--- src/rtl/snake_pkg.sv ---
// Shared types for the snake engine: movement directions, FSM states and
// the reverse-direction helper.
package snake_pkg;

    typedef enum logic [1:0] {
        DirUp    = 2'd0,
        DirDown  = 2'd1,
        DirLeft  = 2'd2,
        DirRight = 2'd3
    } dir_t;

    typedef enum logic [1:0] {
        IDLE,
        SCAN,
        DEAD,
        WON
    } state_t;

    // Up/down and left/right differ only in bit 0.
    function automatic dir_t opposite(dir_t d);
        return dir_t'(d ^ 2'b01);
    endfunction

endpackage

--- src/rtl/dir_shiftreg.sv ---
// Body direction store: push-front shift register with an indexed read port
// and a synchronous clear.
module dir_shiftreg #(
    parameter int unsigned WIDTH = 2,
    parameter int unsigned DEPTH = 32
) (
    input  logic                     clk,
    input  logic                     rst,
    input  logic                     push,
    input  logic [WIDTH-1:0]         push_data,
    input  logic [$clog2(DEPTH)-1:0] rd_idx,
    output logic [WIDTH-1:0]         rd_data
);

    logic [WIDTH-1:0] mem [DEPTH];

    always_ff @(posedge clk) begin
        if (rst) begin
            for (int i = 0; i < int'(DEPTH); i++) begin
                mem[i] <= '0;
            end
        end else if (push) begin
            mem[0] <= push_data;
            for (int i = 1; i < int'(DEPTH); i++) begin
                mem[i] <= mem[i-1];
            end
        end
    end

    assign rd_data = mem[rd_idx];

endmodule

--- src/rtl/snake_engine.sv ---
// Snake game engine: head movement, growth and a per-tick segment scan with
// self-collision detection. Define SNAKE_WRAP_EN for a toroidal playfield.
module snake_engine
    import snake_pkg::*;
#(
    parameter int unsigned GRID_W    = 16,
    parameter int unsigned GRID_H    = 12,
    parameter int unsigned MAX_LEN   = 32,
    parameter int unsigned GROW_STEP = 1,
    localparam int unsigned XW = $clog2(GRID_W),
    localparam int unsigned YW = $clog2(GRID_H),
    localparam int unsigned LW = $clog2(MAX_LEN + 1)
) (
    input  logic          clk,
    input  logic          rst,
    input  logic          i_tick,
    input  logic [1:0]    i_dir,
    input  logic          i_eat,
    output logic          o_busy,
    output logic          o_tick_done,
    output logic [XW-1:0] o_head_x,
    output logic [YW-1:0] o_head_y,
    output logic [XW-1:0] o_pos_x,
    output logic [YW-1:0] o_pos_y,
    output logic [1:0]    o_pos_dir,
    output logic          o_pos_first,
    output logic          o_pos_last,
    output logic          o_pos_valid,
    output logic [LW-1:0] o_length,
    output logic          o_failure,
    output logic          o_success
);

    localparam int unsigned IW = $clog2(MAX_LEN);

    state_t          state;
    dir_t            head_dir;
    logic [LW-1:0]   grow_pending;
    logic [LW-1:0]   grow_pending_d;
    logic [LW-1:0]   idx;
    dir_t            req_dir;
    dir_t            eff_dir;
    int              nx, ny, sx, sy, gp;
    logic            wall_hit;
    logic            grow;
    logic            accept;
    logic            hit;
    logic [1:0]      rd_data;

    assign o_busy = (state == SCAN);
    assign grow   = (grow_pending != '0) && (o_length < LW'(MAX_LEN));
    assign accept = (state == IDLE) && i_tick && !wall_hit;
    assign hit    = (idx != '0) && (o_pos_x == o_head_x) && (o_pos_y == o_head_y);

    // Candidate head cell for the effective direction.
    always_comb begin
        req_dir  = dir_t'(i_dir);
        eff_dir  = (req_dir == opposite(head_dir)) ? head_dir : req_dir;
        nx       = int'(o_head_x);
        ny       = int'(o_head_y);
        wall_hit = 1'b0;
        case (eff_dir)
            DirUp:   ny = ny - 1;
            DirDown: ny = ny + 1;
            DirLeft: nx = nx - 1;
            default: nx = nx + 1;
        endcase
`ifdef SNAKE_WRAP_EN
        if (nx < 0) nx = int'(GRID_W) - 1;
        if (nx >= int'(GRID_W)) nx = 0;
        if (ny < 0) ny = int'(GRID_H) - 1;
        if (ny >= int'(GRID_H)) ny = 0;
`else
        wall_hit = (nx < 0) || (nx >= int'(GRID_W)) || (ny < 0) || (ny >= int'(GRID_H));
`endif
    end

    // Next segment lies one step behind the current one, against its direction.
    always_comb begin
        sx = int'(o_pos_x);
        sy = int'(o_pos_y);
        case (dir_t'(o_pos_dir))
            DirUp:   sy = sy + 1;
            DirDown: sy = sy - 1;
            DirLeft: sx = sx + 1;
            default: sx = sx - 1;
        endcase
        if (sx < 0) sx = int'(GRID_W) - 1;
        if (sx >= int'(GRID_W)) sx = 0;
        if (sy < 0) sy = int'(GRID_H) - 1;
        if (sy >= int'(GRID_H)) sy = 0;
    end

    always_comb begin
        gp = int'(grow_pending);
        if (accept && grow) gp = gp - 1;
        if (i_eat) gp = gp + int'(GROW_STEP);
        if (gp > int'(MAX_LEN)) gp = int'(MAX_LEN);
        grow_pending_d = LW'(gp);
    end

    dir_shiftreg #(
        .WIDTH (2),
        .DEPTH (MAX_LEN)
    ) u_dirs (
        .clk       (clk),
        .rst       (rst),
        .push      (accept),
        .push_data (eff_dir),
        .rd_idx    (IW'(idx + LW'(1))),
        .rd_data   (rd_data)
    );

    always_ff @(posedge clk) begin
        if (rst) begin
            state        <= IDLE;
            head_dir     <= DirRight;
            o_head_x     <= XW'(GRID_W / 2);
            o_head_y     <= YW'(GRID_H / 2);
            o_length     <= LW'(1);
            grow_pending <= '0;
            idx          <= '0;
            o_pos_x      <= '0;
            o_pos_y      <= '0;
            o_pos_dir    <= '0;
            o_pos_first  <= 1'b0;
            o_pos_last   <= 1'b0;
            o_pos_valid  <= 1'b0;
            o_tick_done  <= 1'b0;
            o_failure    <= 1'b0;
            o_success    <= 1'b0;
        end else begin
            o_tick_done  <= 1'b0;
            grow_pending <= grow_pending_d;
            case (state)
                IDLE: begin
                    if (i_tick && wall_hit) begin
                        state     <= DEAD;
                        o_failure <= 1'b1;
                    end else if (accept) begin
                        state       <= SCAN;
                        head_dir    <= eff_dir;
                        o_head_x    <= XW'(nx);
                        o_head_y    <= YW'(ny);
                        idx         <= '0;
                        o_pos_valid <= 1'b1;
                        o_pos_x     <= XW'(nx);
                        o_pos_y     <= YW'(ny);
                        o_pos_dir   <= eff_dir;
                        o_pos_first <= 1'b1;
                        o_pos_last  <= !grow && (o_length == LW'(1));
                        if (grow) o_length <= o_length + LW'(1);
                    end
                end
                SCAN: begin
                    if (hit) begin
                        state       <= DEAD;
                        o_failure   <= 1'b1;
                        o_pos_valid <= 1'b0;
                        o_pos_first <= 1'b0;
                        o_pos_last  <= 1'b0;
                    end else if (o_pos_last) begin
                        o_pos_valid <= 1'b0;
                        o_pos_first <= 1'b0;
                        o_pos_last  <= 1'b0;
                        o_tick_done <= 1'b1;
                        if (o_length == LW'(MAX_LEN)) begin
                            state     <= WON;
                            o_success <= 1'b1;
                        end else begin
                            state <= IDLE;
                        end
                    end else begin
                        idx         <= idx + LW'(1);
                        o_pos_x     <= XW'(sx);
                        o_pos_y     <= YW'(sy);
                        o_pos_dir   <= rd_data;
                        o_pos_first <= 1'b0;
                        o_pos_last  <= (idx + LW'(2)) == o_length;
                    end
                end
                default: ;
            endcase
        end
    end

endmodule

--- config.mk ---
export PLATFORM = sky130hd
export DESIGN_NAME = snake_engine
export DESIGN_NICKNAME = d
export VERILOG_FILES = /design/src/rtl/snake_pkg.sv /design/src/rtl/dir_shiftreg.sv /design/src/rtl/snake_engine.sv
export SDC_FILE = /design/constraint.sdc
export NUM_CORES = 1
export LEC_CHECK = 0
export CAP_MARGIN = 10
export CORE_MARGIN = 5
export CORE_UTILIZATION = 45
export CTS_CLUSTER_SIZE = 14
export DETAILED_ROUTE_END_ITERATION = 16
export MAX_ROUTING_LAYER = met4
export REMOVE_ABC_BUFFERS = 1
export SLEW_MARGIN = 20
export SYNTH_ARGS = -nofsm -noshare
export SYNTH_HDL_FRONTEND = slang
export SYNTH_SLANG_ARGS = --single-unit
--- constraint.sdc ---
create_clock -name clk -period 9 [get_ports clk]
set_input_delay 1.8 -clock clk [delete_from_list [all_inputs] [get_ports clk]]
set_output_delay 1.8 -clock clk [all_outputs]
set_load 0.005 [all_outputs]
==> results.ini <==
[outcome]
status = complete, no violations

[routing]
wl_per_cell_um = 16.7
first_pass_iters = 4
drc = 0
postRouteAntennaNets = 0
routed_wirelength_um = 13700
vias_per_cell = 5.55
drt-initial-drc-count = 321
vias = 4557

[worst_hold_path]
hp-class = reg2reg
holdPathEnd = o_pos_valid
min_path_cells = 2
holdCritStartpoint = o_pos_valid

[yosys]
yosysTopAreaCell = edfxtp_1
synth_ff_type = edfxtp_1
synthArstFlopShare_pct = 0
ys_warn_count = 0
avgSynthCellArea_sq_um = 10.3
ys_ff_latch = 110
ys_seq_area_share_pct = 44.4
synthesis.area_sq_um = 6400
yosysUniqueCellTypes = 63
synth_edf_count = 64
synth_cells = 620
yosys.area.top_type_share_pct = 30.0
synth_area_leaders = edfxtp_1, dfxtp_1, mux4_2

[cells_and_area]
most-common-layout-cells = edfxtp_1, nor2_1, dfxtp_1
layout_commonest_cell = edfxtp_1
fillers = 1234
diodes = 0
drive_above_1_share_pct = 8.27
nNetsFinal = 668
fin_util_pct = 51.1
areaGrowthSynthToFinish_pct = 11.2

[die]
die_width_um = 129
ios = 37
core_sq_um = 13900
rows = 43
die_area_sq_um = 16700
start_util_pct = 45.9
die_h_um = 129

[setup_path]
ff2ff_setup_slack_ns = 4.44
worst_r2r_path_depth = 14
worst_setup_path_start_kind = input pin
cp-end-kind = flop
worst_r2r_endpoint = grow_pending[4]
cp.required_ns = 9.24
crit_type = in2reg
worstReg2RegStart = head_dir[1]
cp.arrival_ns = 6.87
cp_max_fo = 22

[placement]
pre_cts_ws_ns = 2.00
place.port_buffers = 36
gp_congestion = 0.834
hpwl_um = 9090

[sta]
period_share_pct = 73.7
slew_viol_final = 0
hold_violations = 0
worst_slew_pin_slew_ns = 0.892
clock.fmax_mhz = 151
finalSetupTns_ns = 0
setup_slack_ns = 2.37
slew_headroom_pct = 38.8
finClkSkew_ns = 0.00986
final.min_clock_period_ns = 6.63
setup_viol = 0
rsz0062_at_grt = no

[clocking]
cts_sinks = 110
cts_resized = 0
worst_skew_pair.late_latency_ns = 0.35
h-tree-depth = 3
cts_tree = done
clk_pin_slew_worst_paths_ns = 0.07
clk_path_buf_depth = 2
hold_buffers = 0
cts_buffers = 9
postCtsSetupBuffers = 0
root_buffer = clkbuf_16

[grt]
grt_pass1_vias = 4335
grt_use_total_pct = 17.4
grt_pass1_wl_um = 22600
grt_overflow_total = 0
antenna_found_initial = 0
grt_max_degree = 73

[power_and_ir_drop]
powerDensity_nw_per_um2 = 254
p_total_mw = 1.81
p_leak_nw = 2.61
ir_drop_mv = 0.158

[run]
cap_violations = 0

[cells in the mapped netlist, types with 3 or more instances]
master,instances
mux2i_1,14
ha_1,26
dfxtp_1,46
nor4b_1,4
nand3_1,15
o21ai_0,15
nor2b_1,39
a211oi_1,6
clkbuf_1,24
a31oi_1,7
buf_1,3
mux2_2,3
nand2b_1,8
a311oi_1,4
edfxtp_1,64
or2_2,3
nand4_1,6
xnor2_1,26
nand2_1,43
inv_1,19
nor4_1,5
mux4_2,17
xor2_1,25
nand3b_1,3
nor3_1,14
and2_1,37
buf_6,6
nor2_1,54
a21oi_1,26
nand4b_1,7
o22ai_1,5
[kinds of logic (layout without fill, tap and decap cells)]
logic type / after synthesis / after routing / synth area share, %
AO/OA/AOI/OAI: 91 / 91 / 9.44
XOR/XNOR: 51 / 51 / 6.98
adder cells (fa/ha/maj): 26 / 26 / 5.08
buffers and inverters: 56 / 77 / 4.20
flip-flops: 110 / 110 / 44.4
multiplexers: 34 / 34 / 8.70
AND/OR/NAND/NOR: 252 / 252 / 21.2
[per-layer routing]
layer / routed length [um] / GRT usage, % / vias to the layer above
met5: 0 / - / -
met4: 144 / 3.83 / 0
met3: 588 / 3.92 / 10
met2: 6570 / 27.7 / 80
met1: 6370 / 23.0 / 2221
li1: - / - / 2246
[power by group]
| group | internal (mW) | switching, mW |
|---|---|---|
| logic | 0.323 | 0.365 |
| registers | 0.634 | 0.105 |
| clock network | 0.191 | 0.189 |
| total | 1.15 | 0.660 |
[flip-flops by register name, summed over array words and instances (netlist names), 2 cells and up]
name,flops
state,2
idx,6
o_head_x,4
grow_pending,6
u_dirs.mem,64
head_dir,2
o_length,6
o_head_y,4
o_pos_x,4
o_pos_y,4
o_pos_dir,2
[through the flow]
| step | hold WS (ns) | instance area [sq um] | cells |
|---|---|---|---|
| 2_1_floorplan | 0.447 | 6200 | 583 |
| 3_3_place_gp | 0.444 | 6830 | 805 |
| 3_5_place_dp | 0.464 | 6830 | 805 |
| 4_1_cts | 0.473 | 7110 | 821 |
| 5_1_grt | 0.491 | 7120 | 821 |
| 6_report | 0.464 | 7120 | 821 |
[worst max-delay path, stage by stage]
cell	delay, ns
clkdlybuf4s50_1	0.96
xor2_1	0.23
mux2i_1	0.78
nor2_1	0.14
a221oi_1	0.42
nand3_1	0.16
or2_2	0.36
inv_1	0.37
nand4b_1	0.21
ha_1	0.33
nand4b_1	0.11
nor4_1	0.22
o2111ai_1	0.23
a21o_1	0.26
nor4b_1	0.30
[worst max path at each step]
stage / startpoint / to / slack, ns / depth (start not counted)
detailed placement: i_dir[1] / grow_pending[4] / 2.00 / 15
finish: i_dir[1] / grow_pending[4] / 2.37 / 15
CTS: i_dir[1] / grow_pending[4] / 2.37 / 15
global route: i_dir[1] / grow_pending[4] / 1.81 / 15
global placement: i_dir[1] / grow_pending[4] / 2.33 / 15
floorplan: i_dir[1] / grow_pending[4] / 3.26 / 14
[area by class of cell]
cell class | count | area (sq um) | share of cell area, %
Clock buffer | 10 | 229 | 3.22
Clock inverter | 6 | 46.3 | 0.650
Inverter | 19 | 71.3 | 1.00
Multi-Input combinational cell | 454 | 3310 | 46.4
Sequential cell | 110 | 2840 | 39.9
Tap cell | 180 | 225 | 3.16
Timing Repair Buffer | 42 | 400 | 5.62
Power figures use the tool's default switching activity.
